--- src/rtl/reg_file_pkg.sv ---
// rtl/reg_file_pkg.sv - shared constants and typedefs for the reg_file_sb register bank
package reg_file_pkg;

    localparam int DEF_W      = 32;
    localparam int DEF_DEPTH  = 32;
    localparam int DEF_NUM_RD = 2;
    localparam int DEF_AW     = $clog2(DEF_DEPTH);

    // Register 0 is hard-wired to zero when REG_FILE_ZERO_REG_EN is defined
    localparam int ZERO_REG = 0;

    typedef logic [DEF_AW-1:0] reg_addr_t;
    typedef logic [DEF_W-1:0]  reg_data_t;

endpackage

--- src/rtl/reg_file_sb_if.sv ---
// rtl/reg_file_sb_if.sv - decode/writeback bus of the register bank with master/slave modports
interface reg_file_sb_if
    import reg_file_pkg::*;
#(
    parameter int W      = DEF_W,
    parameter int DEPTH  = DEF_DEPTH,
    parameter int NUM_RD = DEF_NUM_RD
) ();
    localparam int AW = $clog2(DEPTH);

    logic [NUM_RD*AW-1:0] RA;
    logic [NUM_RD*W-1:0]  DR;
    logic [NUM_RD-1:0]    RdBusy;
    logic [W-1:0]         Di;
    logic [AW-1:0]        Dir;
    logic                 RegEn;
    logic                 IssueEn;
    logic [AW-1:0]        IssueDir;
    logic                 Stall;
    logic [AW:0]          BusyCnt;

    // Decode/writeback side
    modport master (
        output RA, Di, Dir, RegEn, IssueEn, IssueDir,
        input  DR, RdBusy, Stall, BusyCnt
    );

    // Register bank side
    modport slave (
        input  RA, Di, Dir, RegEn, IssueEn, IssueDir,
        output DR, RdBusy, Stall, BusyCnt
    );

endinterface

--- src/rtl/reg_scoreboard.sv ---
// rtl/reg_scoreboard.sv - per-register busy bits, RAW/WAW hazard flags and busy counter (honours REG_FILE_ZERO_REG_EN)
module reg_scoreboard
    import reg_file_pkg::*;
#(
    parameter int DEPTH  = DEF_DEPTH,
    parameter int NUM_RD = DEF_NUM_RD,
    parameter int AW     = $clog2(DEPTH)
) (
    input  logic                 clk,
    input  logic                 rst,
    input  logic [NUM_RD*AW-1:0] ra,
    input  logic                 reg_en,
    input  logic [AW-1:0]        dir,
    input  logic                 issue_en,
    input  logic [AW-1:0]        issue_dir,
    output logic [NUM_RD-1:0]    rd_busy,
    output logic                 stall,
    output logic [AW:0]          busy_cnt
);

    logic [DEPTH-1:0] busy;
    logic [AW:0]      cnt;
    logic             issue_ok;
    logic             cnt_inc;
    logic             cnt_dec;

`ifdef REG_FILE_ZERO_REG_EN
    // The zero register never has a pending producer
    assign issue_ok = issue_en && (issue_dir != AW'(ZERO_REG));
`else
    assign issue_ok = issue_en;
`endif

    // Net change of the busy population: a set on an idle register adds one,
    // a clear on a busy register removes one unless a new producer claims it
    always_comb begin
        cnt_inc = issue_ok && !busy[issue_dir];
        cnt_dec = reg_en && busy[dir] && !(issue_ok && (issue_dir == dir));
    end

    // Busy vector and counter; the issue assignment comes last so set wins over clear
    always_ff @(posedge clk) begin
        if (rst) begin
            busy <= '0;
            cnt  <= '0;
        end else begin
            if (reg_en) begin
                busy[dir] <= 1'b0;
            end
            if (issue_ok) begin
                busy[issue_dir] <= 1'b1;
            end
            cnt <= cnt + (AW+1)'(cnt_inc) - (AW+1)'(cnt_dec);
        end
    end

    // Hazard flags: a same-cycle writeback to the read/issue register resolves it
    always_comb begin
        logic [AW-1:0] a;
        a       = '0;
        rd_busy = '0;
        for (int i = 0; i < NUM_RD; i++) begin
            a          = ra[i*AW +: AW];
            rd_busy[i] = busy[a] && !(reg_en && (dir == a));
        end
        stall = (|rd_busy) ||
                (issue_en && busy[issue_dir] && !(reg_en && (dir == issue_dir)));
    end

    assign busy_cnt = cnt;

endmodule

--- src/rtl/reg_file_sb.sv ---
// rtl/reg_file_sb.sv - register bank with write-first bypass and busy scoreboard (optional REG_FILE_ZERO_REG_EN)
module reg_file_sb
    import reg_file_pkg::*;
#(
    parameter int W      = DEF_W,
    parameter int DEPTH  = DEF_DEPTH,
    parameter int NUM_RD = DEF_NUM_RD
) (
    input  logic          clk,
    input  logic          rst,
    reg_file_sb_if.slave  bus
);

    localparam int AW = $clog2(DEPTH);

    logic [W-1:0]        regs [DEPTH];
    logic                wr_ok;
    logic [NUM_RD*W-1:0] dr;

`ifdef REG_FILE_ZERO_REG_EN
    // Writes to the zero register are dropped, so it keeps its reset value of 0
    assign wr_ok = bus.RegEn && (bus.Dir != AW'(ZERO_REG));
`else
    assign wr_ok = bus.RegEn;
`endif

    // Storage: full clear on reset, single write port otherwise
    always_ff @(posedge clk) begin
        if (rst) begin
            for (int k = 0; k < DEPTH; k++) begin
                regs[k] <= '0;
            end
        end else if (wr_ok) begin
            regs[bus.Dir] <= bus.Di;
        end
    end

    // Combinational read ports with write-first bypass
    always_comb begin
        logic [AW-1:0] a;
        a  = '0;
        dr = '0;
        for (int i = 0; i < NUM_RD; i++) begin
            a = bus.RA[i*AW +: AW];
            if (wr_ok && (bus.Dir == a)) begin
                dr[i*W +: W] = bus.Di;
            end else begin
                dr[i*W +: W] = regs[a];
            end
        end
    end

    assign bus.DR = dr;

    reg_scoreboard #(
        .DEPTH  (DEPTH),
        .NUM_RD (NUM_RD),
        .AW     (AW)
    ) u_scoreboard (
        .clk       (clk),
        .rst       (rst),
        .ra        (bus.RA),
        .reg_en    (bus.RegEn),
        .dir       (bus.Dir),
        .issue_en  (bus.IssueEn),
        .issue_dir (bus.IssueDir),
        .rd_busy   (bus.RdBusy),
        .stall     (bus.Stall),
        .busy_cnt  (bus.BusyCnt)
    );

endmodule

--- src/flat_wrapper.sv ---
// flat-port wrapper written by rule: the top's interface ports become plain ports
module reg_file_sb_flat import reg_file_pkg::*;
#(
    parameter int W      = DEF_W,
    parameter int DEPTH  = DEF_DEPTH,
    parameter int NUM_RD = DEF_NUM_RD
)
  (clk, rst, bus_RA, bus_Di, bus_Dir, bus_RegEn, bus_IssueEn, bus_IssueDir, bus_DR, bus_RdBusy, bus_Stall, bus_BusyCnt);
  reg_file_sb_if #(.W(W), .DEPTH(DEPTH), .NUM_RD(NUM_RD)) bus_i ();
  input  logic clk;
  input  logic rst;
  input wire logic [$bits(bus_i.RA)-1:0] bus_RA;
  input wire logic [$bits(bus_i.Di)-1:0] bus_Di;
  input wire logic [$bits(bus_i.Dir)-1:0] bus_Dir;
  input wire logic [$bits(bus_i.RegEn)-1:0] bus_RegEn;
  input wire logic [$bits(bus_i.IssueEn)-1:0] bus_IssueEn;
  input wire logic [$bits(bus_i.IssueDir)-1:0] bus_IssueDir;
  output wire logic [$bits(bus_i.DR)-1:0] bus_DR;
  output wire logic [$bits(bus_i.RdBusy)-1:0] bus_RdBusy;
  output wire logic [$bits(bus_i.Stall)-1:0] bus_Stall;
  output wire logic [$bits(bus_i.BusyCnt)-1:0] bus_BusyCnt;
  assign bus_i.RA = bus_RA;
  assign bus_i.Di = bus_Di;
  assign bus_i.Dir = bus_Dir;
  assign bus_i.RegEn = bus_RegEn;
  assign bus_i.IssueEn = bus_IssueEn;
  assign bus_i.IssueDir = bus_IssueDir;
  assign bus_DR = bus_i.DR;
  assign bus_RdBusy = bus_i.RdBusy;
  assign bus_Stall = bus_i.Stall;
  assign bus_BusyCnt = bus_i.BusyCnt;
  reg_file_sb #(.W(W), .DEPTH(DEPTH), .NUM_RD(NUM_RD)) u_core (.clk(clk), .rst(rst), .bus(bus_i));
endmodule
--- config.mk ---
export PLATFORM = sky130hd
export DESIGN_NAME = reg_file_sb_flat
export DESIGN_NICKNAME = d
export VERILOG_FILES = /design/src/rtl/reg_file_pkg.sv /design/src/rtl/reg_file_sb_if.sv /design/src/rtl/reg_scoreboard.sv /design/src/rtl/reg_file_sb.sv /design/src/flat_wrapper.sv
export SDC_FILE = /design/constraint.sdc
export NUM_CORES = 2
export LEC_CHECK = 0
export CORE_MARGIN = 5
export CORE_UTILIZATION = 50
export CTS_CLUSTER_DIAMETER = 40
export DETAILED_ROUTE_END_ITERATION = 8
export PLACE_DENSITY = 0.66
export SKIP_CTS_REPAIR_TIMING = 1
export SLEW_MARGIN = 20
export SYNTH_ARGS = -nofsm -noshare
export SYNTH_HDL_FRONTEND = slang
export SYNTH_SLANG_ARGS = --single-unit
export TNS_END_PERCENT = 1
--- constraint.sdc ---
create_clock -name clk -period 4.1 [get_ports clk]
set_clock_uncertainty 0.1 [all_clocks]
set_input_delay 0.615 -clock clk [delete_from_list [all_inputs] [get_ports clk]]
set_output_delay 0.615 -clock clk [all_outputs]
set_load 0.05 [all_outputs]
==> results.toml <==
[place]
place_congestion = 0.970
dp_hpwl_um = 119000
dpl.cell_count = 5151
place_area_mm2 = 0.0627
portBuffers = 128
post-place-ws_ns = -0.392

[yosys]
yosysTopAreaCell = "edfxtp_1"
synth-xor-area-share_pct = 0.304
syn_area_mm2 = 0.0575
synth-compound-area-share_pct = 1.39
synth_cells = 3644
synth_area_per_cell_um2 = 15.8
syn_nets = 3707
yosys.area_share.simple_pct = 12.8
synth_cell_types = 42
synth-edff-count = 1024
synth_commonest_cells = "and2_1 (1025), edfxtp_1 (1024), mux4_2 (672)"
ys.flop_type = "edfxtp_1"
netlist.area_leader.share_pct = 53.4
yosysMostFrequentCell = "and2_1"
synthAdderAreaFrac_pct = 0.165
yosysSeqAreaShare_pct = 54.8
ys_async_sr_fraction_pct = 0
synth_mux_area_share_pct = 27.6
synthTopCellsByArea = "edfxtp_1 (53%), mux4_2 (26%), and2_1 (11%)"
yosys_warnings = 0
synth_top_family_by_area = "multiplexers"
synth_seq_cells = 1062

[grt]
antenna_found_initial = 14
grt_overflow_total = 0
track_usage_pct = 32.5
grt_max_degree = 85
grt_pass1_wl_um = 281000
grt_pass1_vias = 38045

[setup_path]
crit_type = "input port to output pin"
crit_path_start_kind = "input port"
cp.arrival_ns = 3.33
crit_fanout = 34
critPathCaptureType = "output pin"
cp.required_ns = 3.38

[routing]
ant_nets = 0
vias = 36969
drt_first_pass_iters = 6
drcViolationCount = 0
wl_per_cell_um = 36.3
first_iter_violations = 5609
drt-total-wl_um = 198000
via_per_inst = 6.80

[floorplan]
io_pins = 129
dieArea_mm2 = 0.122
rows = 124
fp.dieH_um = 349
initial_core_util_pct = 50.3
die_w_um = 349
core_area_mm2 = 0.114

[worst_hold_path]
hold_path_class = "input port to register"

[clocking]
htree_levels = 4
cts_buffers = 152
cts_buffer_depth = 3
clock-sinks = 1062
cts_tree = "built"
root_buffer = "clkbuf_16"
clkLatencyLatePin_ns = 0.75
clk_pin_slew_worst_paths_ns = 0.06

[timing]
rsz0062_at_grt = "no"
timing.final.crit_period_ns = 4.05
worst_slew_pin_slew_ns = 1.06
maxSlewHeadroom_pct = 29.4
worst_slack_ns = 0.0540
fmax_ghz = 0.247
drv_slew = 0
setup_tns_ns = 0
setup_violations = 0
hold_viol = 0
whs_ns = 0.359
min_period_over_period_pct = 98.7

[cells_and_area]
fin_area_mm2 = 0.0677
area_growth_pct = 17.7
fin_nets = 3856
stdcell_count = 5436
utilization_pct = 59.2
drive_above_1_share_pct = 33.9

[power_and_ir_drop]
power_density_mw_per_mm2 = 449
power_mw = 30.4
ir_drop_mv = 0.405
p_leak_nw = 23.4

[run]
max_cap_viol_count = 0

[status]
status = "complete, no violations"
[report_power, final]
part / internal (mW) / total (mW) / switching, mW
Sequential: 12.5 / 12.8 / 0.320
Combinational: 1.94 / 4.46 / 2.52
Clock: 7.93 / 13.1 / 5.17
Total: 22.4 / 30.4 / 8.00
[cells by family after synthesis]
group / Yosys count
AOI/OAI and AO/OA: 138
xor gates and xnor gates: 20
DFF: 1062
adders and majority gates: 7
muxes: 746
and+or+nand+nor: 1241
buffers and inverters: 430
[worst max-delay path, cell delays in order]
cell     delay, ns
buf_8         0.15
buf_12        0.31
mux4_2        0.56
mux4_2        0.58
mux2i_1       0.51
o21ai_0       0.32
buf_12        0.23
[cell usage in the layout (no fill, tap or decap), types with 4 or more instances in the layout]
master and n:
o21ai_0 93, ha_1 6, clkinv_4 7, dfxtp_1 38, inv_1 38, diode_2 6
buf_8 4, nand2b_2 5, xor2_1 12, clkinv_1 18, clkinvlp_4 24, edfxtp_1 1024
nand2_1 113, buf_4 215, clkbuf_16 159, nand2b_1 4, nor3b_1 4, nor2_4 32
nor2_1 21, nand3b_1 5, mux2i_1 71, buf_12 111, clkbuf_1 15, a22oi_1 7
nor3_1 5, bufinv_16 12, xnor2_1 8, clkinv_2 15, mux4_2 672, inv_6 23
a21o_2 27, and2_1 1025, and3_1 4, clkdlybuf4s50_1 50
[flip-flops by register name (all words and copies together), names as in the netlist]
register / flops
u_core.u_scoreboard.busy_cnt: 6
u_core.regs: 1024
u_core.u_scoreboard.busy: 32
[final cells by class]
class	count	area (um^2)
well taps	1512	1890
multi-input cells	2152	24600
diodes	6	15.0
repair buffers	387	4490
clock inverters	104	1020
fillers	8366	46600
clock buffers	175	4050
inverters	38	143
flip-flops and latches	1062	31500
[path summary, 6_finish.rpt]
| check | cells after the start | slack [ns] | from | endpoint |
|---|---|---|---|---|
| setup / recovery | 7 | 0.05 | bus_RA[0] | bus_DR[27] |
| hold / removal | 3 | 0.36 | rst | u_core.u_scoreboard.busy_cnt[4] |
| setup reg to reg | 13 | 0.54 | u_core.u_scoreboard.busy[2] | u_core.u_scoreboard.busy_cnt[4] |
| hold reg to reg | 2 | 0.45 | u_core.u_scoreboard.busy[18] | u_core.u_scoreboard.busy[18] |
[routing by layer]
| metal | global-route usage, % | vias to the layer above | part of all wire (%) |
|---|---|---|---|
| met1 | 41.3 | 19184 | 34 |
| met5 | 0 | - | 0 |
| met3 | 9.27 | 622 | 12 |
| li1 | - | 14381 | - |
| met2 | 51.6 | 2782 | 48 |
| met4 | 16.3 | 0 | 5.8 |
No activity file was read; power rests on OpenSTA's default activity.
